==> config.mk <==
export PLATFORM = sky130hd
export DESIGN_NAME = mul2x2_stream_driver
export DESIGN_NICKNAME = d
export VERILOG_FILES = /design/src/rtl/mul2x2_stream_driver_pkg.sv /design/src/rtl/stream_sync_fifo.sv /design/src/rtl/mul2x2_stream_driver.sv
export SDC_FILE = /design/constraint.sdc
export NUM_CORES = 1
export LEC_CHECK = 0
export ABC_CLOCK_PERIOD_IN_PS = 2750
export CELL_PAD_IN_SITES_DETAIL_PLACEMENT = 1
export CELL_PAD_IN_SITES_GLOBAL_PLACEMENT = 1
export CORE_MARGIN = 2
export CORE_UTILIZATION = 41
export CTS_CLUSTER_DIAMETER = 50
export DETAILED_ROUTE_END_ITERATION = 16
export MAX_ROUTING_LAYER = met4
export PLACE_DENSITY_LB_ADDON = 0.1
export REMOVE_ABC_BUFFERS = 1
export SETUP_SLACK_MARGIN = 0.02
export SYNTH_ARGS = -nofsm -noshare
export SYNTH_HDL_FRONTEND = slang
export SYNTH_HIERARCHICAL = 1
export SYNTH_SLANG_ARGS = --single-unit
==> constraint.sdc <==
create_clock -name clk -period 2.75 [get_ports clk]
set_input_delay 0.275 -clock clk [delete_from_list [all_inputs] [get_ports clk]]
set_output_delay 0.275 -clock clk [all_outputs]
set_load 0.01 [all_outputs]
==> src/rtl/mul2x2_stream_driver_pkg.sv <==
// Shared defaults, issue-state encoding and output-word layout for the 2x2 multiplier stream driver.
package mul_stream_pkg;

    localparam int MUL_DATA_W   = 2;
    localparam int MUL_RES_W    = 4;
    localparam int OUT_PROD_LSB = 0;

    typedef enum logic [1:0] {
        IDLE,
        ISSUE,
        WAIT_CREDIT
    } issue_state_t;

    // Output word is {a, b, product}; product occupies the LSBs.
    function automatic int out_b_lsb(input int res_w);
        return OUT_PROD_LSB + res_w;
    endfunction

    function automatic int out_a_lsb(input int data_w, input int res_w);
        return out_b_lsb(res_w) + data_w;
    endfunction

endpackage

==> src/rtl/stream_sync_fifo.sv <==
// Synchronous FIFO with a registered-storage head word, occupancy count and full/empty flags.
module stream_sync_fifo #(
    parameter int WIDTH = 4,
    parameter int DEPTH = 4
) (
    input  logic                       clk,
    input  logic                       rst,
    input  logic                       push,
    input  logic [WIDTH-1:0]           push_data,
    input  logic                       pop,
    output logic [WIDTH-1:0]           head,
    output logic                       full,
    output logic                       empty,
    output logic [$clog2(DEPTH):0]     count
);

    localparam int AW = $clog2(DEPTH);

    logic [WIDTH-1:0] mem [DEPTH];
    logic [AW-1:0]    wr_ptr;
    logic [AW-1:0]    rd_ptr;
    logic             do_push;
    logic             do_pop;

    assign full    = (count == (AW+1)'(DEPTH));
    assign empty   = (count == '0);
    assign do_pop  = pop && !empty;
    assign do_push = push && (!full || do_pop);
    assign head    = mem[rd_ptr];

    always_ff @(posedge clk) begin
        if (rst) begin
            for (int unsigned i = 0; i < DEPTH; i++) begin
                mem[i] <= '0;
            end
            wr_ptr <= '0;
            rd_ptr <= '0;
            count  <= '0;
        end else begin
            if (do_push) begin
                mem[wr_ptr] <= push_data;
                wr_ptr      <= wr_ptr + 1'b1;
            end
            if (do_pop) begin
                rd_ptr <= rd_ptr + 1'b1;
            end
            if (do_push && !do_pop) begin
                count <= count + 1'b1;
            end else if (do_pop && !do_push) begin
                count <= count - 1'b1;
            end
        end
    end

endmodule

==> src/rtl/mul2x2_stream_driver.sv <==
// Splits operand pairs onto A/B streams, pairs returning products in order as {a,b,product}.
// Optional product self-check enabled by defining MUL_DRV_CHECK_EN (adds check_err, err_cnt).
module mul2x2_stream_driver
    import mul_stream_pkg::*;
#(
    parameter int DATA_W    = MUL_DATA_W,
    parameter int RES_W     = MUL_RES_W,
    parameter int DEPTH     = 4,
    parameter int TIMEOUT_W = 8
) (
    input  logic                      clk,
    input  logic                      rst,
    input  logic [2*DATA_W-1:0]       s_op_tdata,
    input  logic                      s_op_tvalid,
    output logic                      s_op_tready,
    output logic [DATA_W-1:0]         m_a_tdata,
    output logic                      m_a_tvalid,
    input  logic                      m_a_tready,
    output logic [DATA_W-1:0]         m_b_tdata,
    output logic                      m_b_tvalid,
    input  logic                      m_b_tready,
    input  logic [RES_W-1:0]          s_res_tdata,
    input  logic                      s_res_tvalid,
    output logic                      s_res_tready,
    output logic [2*DATA_W+RES_W-1:0] m_out_tdata,
    output logic                      m_out_tvalid,
    input  logic                      m_out_tready,
    output logic                      busy,
    output logic                      timeout_err
`ifdef MUL_DRV_CHECK_EN
    ,
    output logic                      check_err,
    output logic [7:0]                err_cnt
`endif
);

    localparam int CW     = $clog2(DEPTH) + 1;
    localparam int OUT_W  = 2*DATA_W + RES_W;
    localparam int B_LSB  = out_b_lsb(RES_W);
    localparam int A_LSB  = out_a_lsb(DATA_W, RES_W);

    issue_state_t          state;
    logic                  a_sent, b_sent;
    logic [2*DATA_W-1:0]   issue_head, inflight_head;
    logic                  issue_full, issue_empty, inflight_full, inflight_empty;
    logic [CW-1:0]         issue_count, inflight_count;
    logic                  op_push, a_xfer, b_xfer, pair_done, res_xfer;
    logic                  next_avail, credit_next;
    logic [TIMEOUT_W-1:0]  wdog;
    logic [OUT_W-1:0]      out_word;

    assign s_op_tready  = !issue_full;
    assign op_push      = s_op_tvalid && s_op_tready;
    // Operand data comes straight from the FIFO head, which cannot change until the pair completes.
    assign m_a_tdata    = issue_head[2*DATA_W-1:DATA_W];
    assign m_b_tdata    = issue_head[DATA_W-1:0];
    assign a_xfer       = m_a_tvalid && m_a_tready;
    assign b_xfer       = m_b_tvalid && m_b_tready;
    assign pair_done    = (state == ISSUE) && (a_sent || a_xfer) && (b_sent || b_xfer);
    assign s_res_tready = !inflight_empty && (!m_out_tvalid || m_out_tready);
    assign res_xfer     = s_res_tvalid && s_res_tready;
    assign next_avail   = (issue_count >= CW'(2)) || op_push;
    assign credit_next  = res_xfer || (inflight_count < CW'(DEPTH-1));
    assign busy         = !issue_empty || !inflight_empty || m_out_tvalid;

    always_comb begin
        out_word = '0;
        out_word[A_LSB +: DATA_W]        = inflight_head[2*DATA_W-1:DATA_W];
        out_word[B_LSB +: DATA_W]        = inflight_head[DATA_W-1:0];
        out_word[OUT_PROD_LSB +: RES_W]  = s_res_tdata;
    end

    stream_sync_fifo #(.WIDTH(2*DATA_W), .DEPTH(DEPTH)) u_issue_fifo (
        .clk(clk), .rst(rst),
        .push(op_push), .push_data(s_op_tdata),
        .pop(pair_done), .head(issue_head),
        .full(issue_full), .empty(issue_empty), .count(issue_count)
    );

    stream_sync_fifo #(.WIDTH(2*DATA_W), .DEPTH(DEPTH)) u_inflight_fifo (
        .clk(clk), .rst(rst),
        .push(pair_done), .push_data(issue_head),
        .pop(res_xfer), .head(inflight_head),
        .full(inflight_full), .empty(inflight_empty), .count(inflight_count)
    );

    always_ff @(posedge clk) begin
        if (rst) begin
            state      <= IDLE;
            a_sent     <= 1'b0;
            b_sent     <= 1'b0;
            m_a_tvalid <= 1'b0;
            m_b_tvalid <= 1'b0;
        end else begin
            case (state)
                IDLE: begin
                    if (!issue_empty && !inflight_full) begin
                        state      <= ISSUE;
                        m_a_tvalid <= 1'b1;
                        m_b_tvalid <= 1'b1;
                    end
                end
                ISSUE: begin
                    if (pair_done) begin
                        a_sent <= 1'b0;
                        b_sent <= 1'b0;
                        if (next_avail && credit_next) begin
                            m_a_tvalid <= 1'b1;
                            m_b_tvalid <= 1'b1;
                        end else begin
                            state      <= next_avail ? WAIT_CREDIT : IDLE;
                            m_a_tvalid <= 1'b0;
                            m_b_tvalid <= 1'b0;
                        end
                    end else begin
                        if (a_xfer) begin
                            a_sent     <= 1'b1;
                            m_a_tvalid <= 1'b0;
                        end
                        if (b_xfer) begin
                            b_sent     <= 1'b1;
                            m_b_tvalid <= 1'b0;
                        end
                    end
                end
                WAIT_CREDIT: begin
                    if (!inflight_full) begin
                        state      <= ISSUE;
                        m_a_tvalid <= 1'b1;
                        m_b_tvalid <= 1'b1;
                    end
                end
                default: state <= IDLE;
            endcase
        end
    end

    always_ff @(posedge clk) begin
        if (rst) begin
            m_out_tdata  <= '0;
            m_out_tvalid <= 1'b0;
        end else if (res_xfer) begin
            m_out_tdata  <= out_word;
            m_out_tvalid <= 1'b1;
        end else if (m_out_tready) begin
            m_out_tvalid <= 1'b0;
        end
    end

    always_ff @(posedge clk) begin
        if (rst) begin
            wdog        <= '0;
            timeout_err <= 1'b0;
        end else begin
            if (res_xfer || inflight_empty) begin
                wdog <= '0;
            end else if (wdog != '1) begin
                wdog <= wdog + 1'b1;
            end
            if (wdog == '1) begin
                timeout_err <= 1'b1;
            end
        end
    end

`ifdef MUL_DRV_CHECK_EN
    logic [RES_W-1:0] exp_prod;

    assign exp_prod = RES_W'(inflight_head[2*DATA_W-1:DATA_W]) * RES_W'(inflight_head[DATA_W-1:0]);

    always_ff @(posedge clk) begin
        if (rst) begin
            check_err <= 1'b0;
            err_cnt   <= '0;
        end else if (res_xfer && (s_res_tdata != exp_prod)) begin
            check_err <= 1'b1;
            if (err_cnt != 8'hFF) begin
                err_cnt <= err_cnt + 1'b1;
            end
        end
    end
`endif

endmodule

==> out/metrics.csv, run 1 <==
stage,metric,value,unit
routing,Initial DRC Count,97,
pwr,leakage,1.675,nW
worst_setup_path,Crit Path Class,reg -> reg,
layout,Area Growth Syn to Fin,24.30,%
cts,# H-tree levels,3,
layout,final net count,385,
timing,fin. max-slew vios,0,
global_routing,gr usage total,17.68,%
worst_setup_path,"delay-heaviest family, CP",simple AND/OR/NAND/NOR gates,
timing,setup violators final,0,
timing,fmax,387.7,MHz
cts,CTS root buf,clkbuf_8,
routing,DRC,0,
cts,Clock transition at path regs,0.08,ns
run_status,run status,"complete, no violations",
timing,final worst path period share,93.79,%
floorplanning,Die W,94.84,µm
routing,Detail Route Antenna Nets,0,
timing,setup TNS,0,ns
global_routing,antenna violations before repair,0,
logic_synthesis,Syn Area/Cell,11.13,µm²
floorplanning,row count,33,
global_routing,gr ovfl total,0,
floorplanning,Die Y,94.84,µm
floorplanning,DIE AREA,8995,µm²
global_routing,first-pass GRT wire length,11690,µm
cts,CTS tree,done,
placed_design,DP Wirelength,5334,µm
worst_setup_path,worst-path fanout max,3,
layout,"commonest non-fill, non-tap cell in the layout",dfxtp_1,
routing,DRT Pass-1 Iters,4,
logic_synthesis,ys async rst share,0,%
logic_synthesis,yosys warns,6,
logic_synthesis,mapped cell area,3383,µm²
layout,number of diodes,0,
cts,Hold Buf Count CTS,0,
floorplanning,Initial Util,41.81,%
logic_synthesis,"Seq/Total Area, Yosys",53.25,%
worst_setup_path,critical path buffer and inverter count,3,
cts,CTS Buf Count,9,
job,max-cap viol count,0,
pwr,Power Density,713.6,nW/µm²
floorplanning,Placeable Area,8093,µm²
pwr,maximum vdd ir drop,0.0003272,V
routing,via count,2433,
routing,final wirelength,7071,µm
timing,fin crit period,2.579,ns
worst_setup_path,Worst Setup End Kind,register,
hold_path,HP Class,reg -> reg,
cts,TritonCTS Sinks,74,
routing,post-DR wirelength/cell,14.89,µm
logic_synthesis,Cells after Synth,304,
logic_synthesis,number of synthesized flops with an enable pin,32,
global_routing,largest net degree at the start of global routing,19,
placed_design,Buffers on Ports,33,
placed_design,gpl congestion,0.7358,
placed_design,pre-CTS WS,-0.06577,ns
worst_setup_path,WP data required,3.02,ns
logic_synthesis,"Top FF cell, synth",dfxtp_1,
worst_setup_path,critical-path cell list,"nor3_2, inv_1, and2_4, nand2_8, inv_6, or4b_4, and2_4, ha_1, inv_1, fa_1, xor2_1, or3_1, a21oi_1",
timing,Worst Max-Slew Pin Slew,0.7039,ns
worst_setup_path,crit path launch type,register,
routing,Via density,5.122,
global_routing,vias in the first global route,2441,
worst_setup_path,Max stage delay on crit path,0.48,ns
layout,"commonest non-fill, non-tap cells in the layout","42 x dfxtp_1, 33 x clkdlybuf4s50_1, 32 x edfxtp_1",
cts,clk_lat worst skew,0.34,ns
timing,clk_skew,0.01361,ns
timing,final hold slack,0.4581,ns
timing,Final WS setup,0.1709,ns
worst_setup_path,CP arrival,2.85,ns
logic_synthesis,Cell variety after synth,47,
cts,Max clock buf depth,2,
worst_setup_path,slowest CP cell,or4b_4,
timing,relative slew slack,52.86,%
timing,final hold violation count,0,
layout,layout cells sized above 1,18.65,%
floorplanning,num ports,34,
logic_synthesis,#FFs+latches synth,74,
## stage by stage
step | cells | power [W] | utilization [%] | area [µm²]
finish | 475 | 0.003001 | 51.96 | 4205
global route | 475 | 0.003175 | 51.96 | 4205
global placement | 459 | 0.002101 | 49.23 | 3984
floorplan | 294 | 0.001776 | - | 3319
CTS | 475 | 0.003056 | 51.90 | 4200
detailed placement | 459 | 0.002120 | 49.23 | 3984
## worst reg2reg max path: cells and delay by family, from the launching register on
| family | cells | cell delay [ns] |
|---|---|---|
| buffers and inverters | 3 | 0.19 |
| adder cells (fa/ha/maj) | 2 | 0.37 |
| AO/OA/AOI/OAI | 1 | 0.14 |
| XOR/XNOR | 1 | 0.08 |
| AND/OR/NAND/NOR | 6 | 1.41 |
| flip-flops | 1 | 0.33 |
## per-layer routing
layer	vias to the layer above	track usage, %	wire length (µm)
met5	-	-	0
met4	0	6.522	82
met3	7	3.113	184
met2	24	31.56	3764
met1	1175	19.72	3039
li1	1227	-	-
## cell type report
class,count,area (µm²)
Clock buffer,10,127.6
Clock inverter,6,88.84
Fill cell,907,3887
Inverter,8,35.03
Multi-Input combinational cell,212,1488
Sequential cell,74,1802
Tap cell,105,131.4
Timing Repair Buffer,60,533.0
## repair_timing
item / CTS / global route
setup buffers: 0 / 0
endpoints found under the setup margin: 0 / 1
resized for setup: 0 / 1
hold endpoints to repair: 0 / 0
## report_power, final
| group | leakage [nW] | internal [W] | switching (W) |
|---|---|---|---|
| registers | 0.672 | 0.00126 | 0.0000980 |
| clock network | 0.103 | 0.000513 | 0.000401 |
| logic | 0.900 | 0.000376 | 0.000356 |
| total | 1.68 | 0.00215 | 0.000856 |
## registers in the layout (all words and copies together), names as in the netlist, named ones only
signal / count
b_sent: 1
m_out_tdata: 8
u_issue_fifo/count: 3
timeout_err: 1
u_inflight_fifo/rd_ptr: 2
state: 2
u_inflight_fifo/count: 3
u_issue_fifo/mem: 16
a_sent: 1
u_inflight_fifo/mem: 16
m_a_tvalid: 1
m_b_tvalid: 1
u_inflight_fifo/wr_ptr: 2
u_issue_fifo/rd_ptr: 2
u_issue_fifo/wr_ptr: 2
m_out_tvalid: 1
wdog: 8
## path summary, 6_finish.rpt
kind / startpoint / end / slack, ns / depth (start not counted)
min reg2reg: m_out_tdata[4] / m_out_tdata[4] / 0.46 / 2
max: u_inflight_fifo/count[2] / u_inflight_fifo/count[2] / 0.17 / 13
min: m_out_tdata[4] / m_out_tdata[4] / 0.46 / 2
max reg2reg: u_inflight_fifo/count[2] / u_inflight_fifo/count[2] / 0.17 / 13
## cells in the mapped netlist, types with 2 or more instances
cell type	n	area (µm²)
and2_1	11	68.82
nand2b_1	4	25.02
clkbuf_1	6	22.52
nor2_1	27	101.4
o31ai_1	2	15.01
dfxtp_1	42	840.8
nor3_1	6	30.03
a21o_1	2	15.01
and2_4	3	26.28
nor3b_1	2	15.01
a211oi_1	2	15.01
fa_1	2	40.04
inv_1	7	26.28
mux2i_1	3	30.03
a31o_1	2	17.52
a21o_2	4	35.03
o311ai_0	2	17.52
ha_1	3	37.54
nand2_1	24	90.09
and3_1	27	168.9
xor2_1	11	96.34
buf_6	3	33.78
nor3b_2	2	25.02
nor2b_1	7	43.79
o21ai_1	2	10.01
nand3_1	7	35.03
o21ai_0	5	25.02
edfxtp_1	32	960.9
or4b_4	2	27.53
nand4_1	3	18.77
a21oi_1	19	95.09
or3_1	3	18.77
nor4b_1	2	17.52
a31oi_1	5	31.28
mux4_2	8	180.2
## kinds of logic (layout without fill, tap and decap cells)
logic type,Yosys count,count (layout),synth area share [%]
xor+xnor,12,12,3.106
mux,11,11,6.213
compound gates,49,49,9.467
buf+inv,18,84,2.922
simple gates,135,135,22.74
fa+ha+maj,5,5,2.293
flops,74,74,53.25
Note: power is estimated with default switching activity, not from simulation.
==> run 2, diff against run 1 <==
--- a/config.mk
+++ b/config.mk
@@ -9,7 +9,7 @@
 export CELL_PAD_IN_SITES_DETAIL_PLACEMENT = 1
 export CELL_PAD_IN_SITES_GLOBAL_PLACEMENT = 1
 export CORE_MARGIN = 2
-export CORE_UTILIZATION = 41
+export CORE_UTILIZATION = 31
 export CTS_CLUSTER_DIAMETER = 50
 export DETAILED_ROUTE_END_ITERATION = 16
 export MAX_ROUTING_LAYER = met4
==> run 2 against run 1 <==
Net effect:
- die area grew 31%
- register-to-register slack gained 0.04 ns
- first-iteration DRC count shrank 45%
- final area grew 0.89%
- global-route usage shrank 3.0 points
- critical path depth is the same
- sequential power is essentially flat
- worst hold slack lost 0.0015 ns
==> out/metrics.csv, run 2 (synthesis gave the netlist of run 1 again) <==
stage,metric,value,unit,change
layout,largest registers,"u_inflight_fifo/mem x16, u_issue_fifo/mem x16",,
global_routing,vias in the first global route,2605,,+6.7%
timing,unrepaired setup endpoints after global routing,false,,
cts,clk_lat worst skew,0.35,ns,about the same
floorplanning,Die Y,108.5,µm,+14%
worst_setup_path,critical-path cell list,"nor3_4, inv_1, and2_4, nand2_8, inv_6, or4b_4, and2_4, ha_1, inv_2, fa_2, xor2_1, or3_1, a21oi_1",,
timing,final hold violation count,0,,unchanged
pwr,Seq pwr share,47.0,%,+1.9 points
layout,"commonest non-fill, non-tap cells in the layout","41 x dfxtp_1, 33 x clkdlybuf4s50_1, 32 x edfxtp_1",,
global_routing,gr usage total,14.64,%,-3.0 points
timing,fin. max-slew vios,0,,unchanged
pwr,Sw Ratio,29.38,%,+0.86 points
routing,Initial DRC Count,53,,-45%
worst_setup_path,"delay-heaviest family, CP",simple AND/OR/NAND/NOR gates,,
routing,Detail Route Antenna Nets,0,,unchanged
layout,fin area,4243,µm²,+0.89%
placed_design,gpl congestion,0.7381,,+0.31%
global_routing,first-pass GRT wire length,12800,µm,+9.5%
worst_setup_path,crit path launch type,register,,
pwr,"Power, Total",0.002885,W,-3.9%
pwr,Power Density,680.0,nW/µm²,-4.7%
worst_setup_path,Worst Setup End Kind,register,,
global_routing,antenna violations before repair,0,,unchanged
pwr,maximum vdd ir drop,0.0002397,V,-27%
cts,# H-tree levels,3,,unchanged
routing,via count,2435,,+0.082%
pwr,P_sw,0.0008477,W,-0.95%
routing,post-DR wirelength/cell,14.29,µm,-4.0%
placed_design,DP Wirelength,5495,µm,+3.0%
routing,DRT Pass-1 Iters,4,,unchanged
pwr,Comb pwr share,25.5,%,+1.1 points
timing,setup violators final,0,,unchanged
cts,Hold Buf Count CTS,0,,unchanged
hold_path,HP Class,reg -> reg,,
floorplanning,Placeable Area,10750,µm²,+33%
layout,number of diodes,0,,unchanged
layout,final net count,387,,+0.52%
timing,Worst Max-Slew Pin Slew,0.6851,ns,-0.01887 ns
cts,Clock transition at path regs,0.07,ns,about the same
pwr,leakage,1.680,nW,+0.30%
pwr,internal power,0.002037,W,-5.0%
floorplanning,row count,38,,+15%
layout,layout cells sized above 1,19.62,%,+0.98 points
cts,TritonCTS Sinks,74,,unchanged
routing,final wirelength,7316,µm,+3.5%
worst_setup_path,CP most frequent cell,and2_4,,
floorplanning,Die W,108.5,µm,+14%
worst_setup_path,Crit Path Class,reg -> reg,,
worst_setup_path,WP data required,3.03,ns,about the same
routing,DRC,0,,unchanged
floorplanning,Initial Util,31.49,%,-10 points
floorplanning,DIE AREA,11770,µm²,+31%
placed_design,area post-placement,4035,µm²,+1.3%
cts,Max clock buf depth,2,,unchanged
timing,fin crit period,2.539,ns,-0.04003 ns
timing,final hold slack,0.4565,ns,-0.001540 ns
timing,relative slew slack,54.13,%,+1.3 points
worst_setup_path,slowest CP cell,or4b_4,,
layout,Area Growth Syn to Fin,25.41,%,
cts,CTS tree,done,,
worst_setup_path,CP arrival,2.82,ns,-0.03 ns
timing,fmax,393.8,MHz,+1.6%
pwr,clock share of power,27.5,%,-3.0 points
worst_setup_path,worst-path fanout max,2,,-1
cts,CTS Buf Count,9,,unchanged
timing,final worst path period share,92.33,%,-1.5 points
global_routing,gr ovfl total,0,,unchanged
layout,"commonest non-fill, non-tap cell in the layout",dfxtp_1,,
cts,CTS root buf,clkbuf_8,,
worst_setup_path,critical path buffer and inverter count,3,,unchanged
floorplanning,num ports,34,,unchanged
global_routing,largest net degree at the start of global routing,21,,+2
run_status,run status,"complete, no violations",,
routing,Via density,4.756,,-7.2%
placed_design,Buffers on Ports,33,,unchanged
worst_setup_path,Max stage delay on crit path,0.47,ns,about the same
job,max-cap viol count,0,,unchanged
timing,clk_skew,0.005956,ns,-0.007658 ns
==> run 2: cell count changes in the layout (fill, tap and decap cells not counted), sizes merged <==
cell      before  now
buf           27   29
bufinv         2    0
clkbuf        10   14
clkinvlp       2    1
inv            9    8
==> run 2: layer usage <==
layer / global-route usage, % / up-vias / wire length, µm
li1: - / 1231 / -
met1: 17.33 / 1167 / 3378
met2: 23.44 / 26 / 3581
met3: 3.074 / 11 / 210
met4: 7.692 / 0 / 146
met5: - / - / 0
==> run 2: power by group through the flow <==
stage                     sequential [W]  combinational, W  clock [W]
after floorplan                  0.00136          0.000415          0
after global placement           0.00138          0.000730          0
after detailed placement         0.00138          0.000745          0
after CTS                        0.00136          0.000752   0.000838
after global routing             0.00138          0.000828   0.000873
final                            0.00136          0.000736   0.000793
==> run 2: worst min-delay path: cells and delay by family (launching register included) <==
kind	cells	cell delay [ns]
compound gates	1	0.05
flops	1	0.31
simple gates	1	0.05
==> run 2: path summary, 6_finish.rpt <==
| check | slack (ns) | start | depth (start not counted) | to |
|---|---|---|---|---|
| max | 0.21 | u_inflight_fifo/count[1] | 13 | u_inflight_fifo/count[2] |
| min | 0.46 | m_out_tdata[1] | 2 | m_out_tdata[1] |
| max reg2reg | 0.21 | u_inflight_fifo/count[1] | 13 | u_inflight_fifo/count[2] |
| min reg2reg | 0.46 | m_out_tdata[1] | 2 | m_out_tdata[1] |
==> run 2: repair_timing <==
action	4_1_cts	5_1_grt
hold endpoints to repair	0	0
endpoints found under the setup margin	0	2
buffers inserted	0	1
gates resized for setup	0	5
==> run 2: per-stage QoR <==
step                      setup WS (ns)  instances  setup TNS [ns]  utilization (%)
after global routing            0.05146        512               0            39.49
after floorplan                 0.05741        294               0                -
after CTS                       0.05867        511               0            39.28
after detailed placement       -0.02961        495        -0.05795            37.55
after global placement          0.01300        495               0            37.55
final                            0.2109        512               0            39.49
==> run 2: area by class of cell <==
| cell class | count | area (µm²) |
|---|---|---|
| Fill cell | 1247 | 6502 |
| Multi-Input combinational cell | 212 | 1496 |
| Timing Repair Buffer | 62 | 548.0 |
| Tap cell | 140 | 175.2 |
| Clock buffer | 14 | 172.7 |
| Clock inverter | 2 | 12.51 |
| Sequential cell | 74 | 1803 |
| Inverter | 8 | 35.03 |
==> run 3, diff against run 2 <==
--- a/config.mk
+++ b/config.mk
@@ -12,10 +12,12 @@
 export CORE_UTILIZATION = 31
 export CTS_CLUSTER_DIAMETER = 50
 export DETAILED_ROUTE_END_ITERATION = 16
+export GPL_ROUTABILITY_DRIVEN = 0
 export MAX_ROUTING_LAYER = met4
 export PLACE_DENSITY_LB_ADDON = 0.1
 export REMOVE_ABC_BUFFERS = 1
 export SETUP_SLACK_MARGIN = 0.02
+export SLEW_MARGIN = 20
 export SYNTH_ARGS = -nofsm -noshare
 export SYNTH_HDL_FRONTEND = slang
 export SYNTH_HIERARCHICAL = 1
==> constraint.sdc (replaced) <==
create_clock -name clk -period 2.75 [get_ports clk]
set_input_delay 0.275 -clock clk [delete_from_list [all_inputs] [get_ports clk]]
set_output_delay 0.275 -clock clk [all_outputs]
set_load 0.1 [all_outputs]
==> run 3 against run 2 <==
Net effect:
- global-route usage fell by 0.78 points
- utilization down 0.61 points
- routed wire length decreased by 0.89%
- worst hold slack gained 0.0024 ns
- critical path type unchanged
- highest routed layer unchanged
==> out/metrics.csv, run 3 (synthesis gave the netlist of run 1 again) <==
stage,metric,value,unit,change
timing,final hold violation count,0,,unchanged
pwr,leakage,1.695,nW,+0.86%
floorplanning,Initial Util,31.49,%,unchanged
routing,via count,2429,,-0.25%
placed_design,pre-CTS WS,-0.03296,ns,-0.003350 ns
global_routing,first-pass GRT wire length,12210,µm,-4.6%
timing,clk_skew,0.006495,ns,+0.0005393 ns
layout,"commonest non-fill, non-tap cell in the layout",buf_4,,
worst_setup_path,Critical Path Source,u_inflight_fifo/count[1],,
pwr,P_sw,0.001225,W,+45%
worst_setup_path,WP data required,3.03,ns,about the same
cts,Hold Buf Count CTS,0,,unchanged
timing,final worst path period share,92.03,%,-0.30 points
layout,number of diodes,0,,unchanged
worst_setup_path,reg2reg setup slack,0.22,ns,about the same
global_routing,GR Util met2,21.92,%,-1.5 points
global_routing,gr usage total,13.86,%,-0.78 points
timing,setup violators final,0,,unchanged
layout,"commonest non-fill, non-tap cells in the layout","47 x buf_4, 42 x dfxtp_1, 32 x edfxtp_1",,
cts,Clock transition at path regs,0.07,ns,about the same
cts,TritonCTS Sinks,74,,unchanged
global_routing,antenna violations before repair,0,,unchanged
worst_setup_path,Worst Setup End Kind,register,,
placed_design,DP Wirelength,5399,µm,-1.8%
global_routing,GR Util met1,16.99,%,-0.34 points
layout,filler instances,1246,,-0.080%
floorplanning,DIE AREA,11770,µm²,unchanged
global_routing,busiest grt layer,met2,,
layout,layout cells sized above 1,24.59,%,+5.0 points
worst_setup_path,worst-path fanout max,2,,unchanged
floorplanning,Die Y,108.5,µm,unchanged
timing,fmax,395.1,MHz,+0.33%
global_routing,vias in the first global route,2520,,-3.3%
timing,Final WS setup,0.2193,ns,+0.008338 ns
cts,CTS tree,done,,
routing,Initial DRC Count,60,,+13%
floorplanning,num ports,34,,unchanged
worst_setup_path,Critical R2R Capture,u_inflight_fifo/count[2],,
routing,Detail Route Antenna Nets,0,,unchanged
timing,fin. max-slew vios,0,,unchanged
cts,setup bufs post-CTS,0,,unchanged
timing,relative slew slack,51.30,%,-2.8 points
timing,Worst Max-Slew Pin Slew,0.7273,ns,+0.04221 ns
pwr,clock share of power,23.9,%,-3.6 points
placed_design,Buffers on Ports,33,,unchanged
timing,unrepaired setup endpoints after global routing,false,,
layout,Area Growth Syn to Fin,23.48,%,
layout,largest registers,"u_inflight_fifo/mem x16, u_issue_fifo/mem x16",,
pwr,internal power,0.001985,W,-2.6%
worst_setup_path,r2r worst-path depth,13,,unchanged
worst_setup_path,Crit Path Class,reg -> reg,,
layout,fin util,38.88,%,-0.61 points
floorplanning,Placeable Area,10750,µm²,unchanged
layout,Multi-input gate area,1494,µm²,-0.17%
pwr,Power Density,768.5,nW/µm²,+13%
timing,fin crit period,2.531,ns,-0.008338 ns
cts,clk_lat worst skew,0.34,ns,about the same
cts,# H-tree levels,3,,unchanged
global_routing,gr ovfl total,0,,unchanged
layout,register area,1802,µm²,about the same
routing,DRC,0,,unchanged
floorplanning,Die W,108.5,µm,unchanged
floorplanning,row count,38,,unchanged
cts,Max clock buf depth,2,,unchanged
timing,final hold slack,0.4589,ns,+0.002367 ns
global_routing,largest net degree at the start of global routing,20,,-4.8%
pwr,Seq pwr share,42.4,%,-4.6 points
layout,final net count,386,,-0.26%
pwr,maximum vdd ir drop,0.0003444,V,+44%
cts,CTS root buf,clkbuf_8,,
cts,CTS Buf Count,9,,unchanged
routing,final wirelength,7251,µm,-0.89%
global_routing,met3 GRT Util,2.592,%,-0.48 points
cts,post-cts resize count,0,,unchanged
pwr,Comb pwr share,33.7,%,+8.2 points
routing,Via density,4.763,,+0.14%
worst_setup_path,CP arrival,2.81,ns,about the same
worst_setup_path,Worst Setup EP,u_inflight_fifo/count[2],,
routing,post-DR wirelength/cell,14.22,µm,-0.50%
run_status,run status,"complete, no violations",,
worst_setup_path,crit path launch type,register,,
worst_setup_path,launching point of the worst reg2reg path,u_inflight_fifo/count[1],,
job,max-cap viol count,0,,unchanged
pwr,Sw Ratio,38.16,%,+8.8 points
hold_path,HP Class,reg -> reg,,
routing,DRT Pass-1 Iters,4,,unchanged
run 3: cell count changes in the layout (fill, tap and decap cells not counted), sizes merged:
cell / delta
clkbuf: -3
clkinvlp: +1
clkdlybuf4s50: -19
clkinv: +1
buf: +18
run 3: cell type report:
type	count	share of cell area, %
Timing Repair Buffer	61	11.80
Tap cell	140	4.193
Clock inverter	4	0.6589
Clock buffer	11	3.624
Multi-Input combinational cell	212	35.76
Sequential cell	74	43.13
Inverter	8	0.8386
run 3: metrics by stage:
step / instance area, µm² / power, W / TNS, ns / instances
global placement: 3988 / 0.002462 / 0 / 495
global route: 4178 / 0.003393 / 0 / 510
CTS: 4167 / 0.003268 / 0 / 510
finish: 4178 / 0.003210 / 0 / 510
floorplan: 3319 / 0.002145 / -1.342 / 294
detailed placement: 3988 / 0.002476 / -0.05284 / 495
run 3: worst max-delay path, cell delays in order (launching register included):
cell	delay, ns
dfxtp_1	0.32
nor3_2	0.22
inv_1	0.08
and2_4	0.16
nand2_8	0.07
inv_6	0.03
or4b_4	0.47
and2_4	0.17
ha_2	0.18
inv_2	0.06
fa_1	0.18
xor2_1	0.08
or3_1	0.32
a21oi_2	0.13
run 3: how the worst min path moves through the flow:
stage                   startpoint             end  slack, ns  depth (start not counted)
finish              m_out_tdata[7]  m_out_tdata[7]       0.46                          2
detailed placement  m_out_tdata[7]  m_out_tdata[7]       0.45                          2
global route        m_out_tdata[7]  m_out_tdata[7]       0.48                          2
global placement    m_out_tdata[2]  m_out_tdata[2]       0.44                          2
floorplan                      rst  m_out_tdata[0]       0.34                          1
CTS                 m_out_tdata[7]  m_out_tdata[7]       0.46                          2
run 3: power by group through the flow:
stage | sequential, W | clock [W] | combinational, W
CTS | 0.00136 | 0.000810 | 0.00110
detailed placement | 0.00139 | 0 | 0.00109
finish | 0.00136 | 0.000767 | 0.00108
floorplan | 0.00147 | 0 | 0.000674
global route | 0.00138 | 0.000843 | 0.00117
global placement | 0.00138 | 0 | 0.00108
run 3: layer usage:
metal / share of wire, % / wire (µm) / vias up
met3: 2.8 / 206 / 12
met5: 0 / 0 / -
met2: 48 / 3479 / 29
li1: - / - / 1226
met4: 2.2 / 160 / 0
met1: 47 / 3404 / 1162
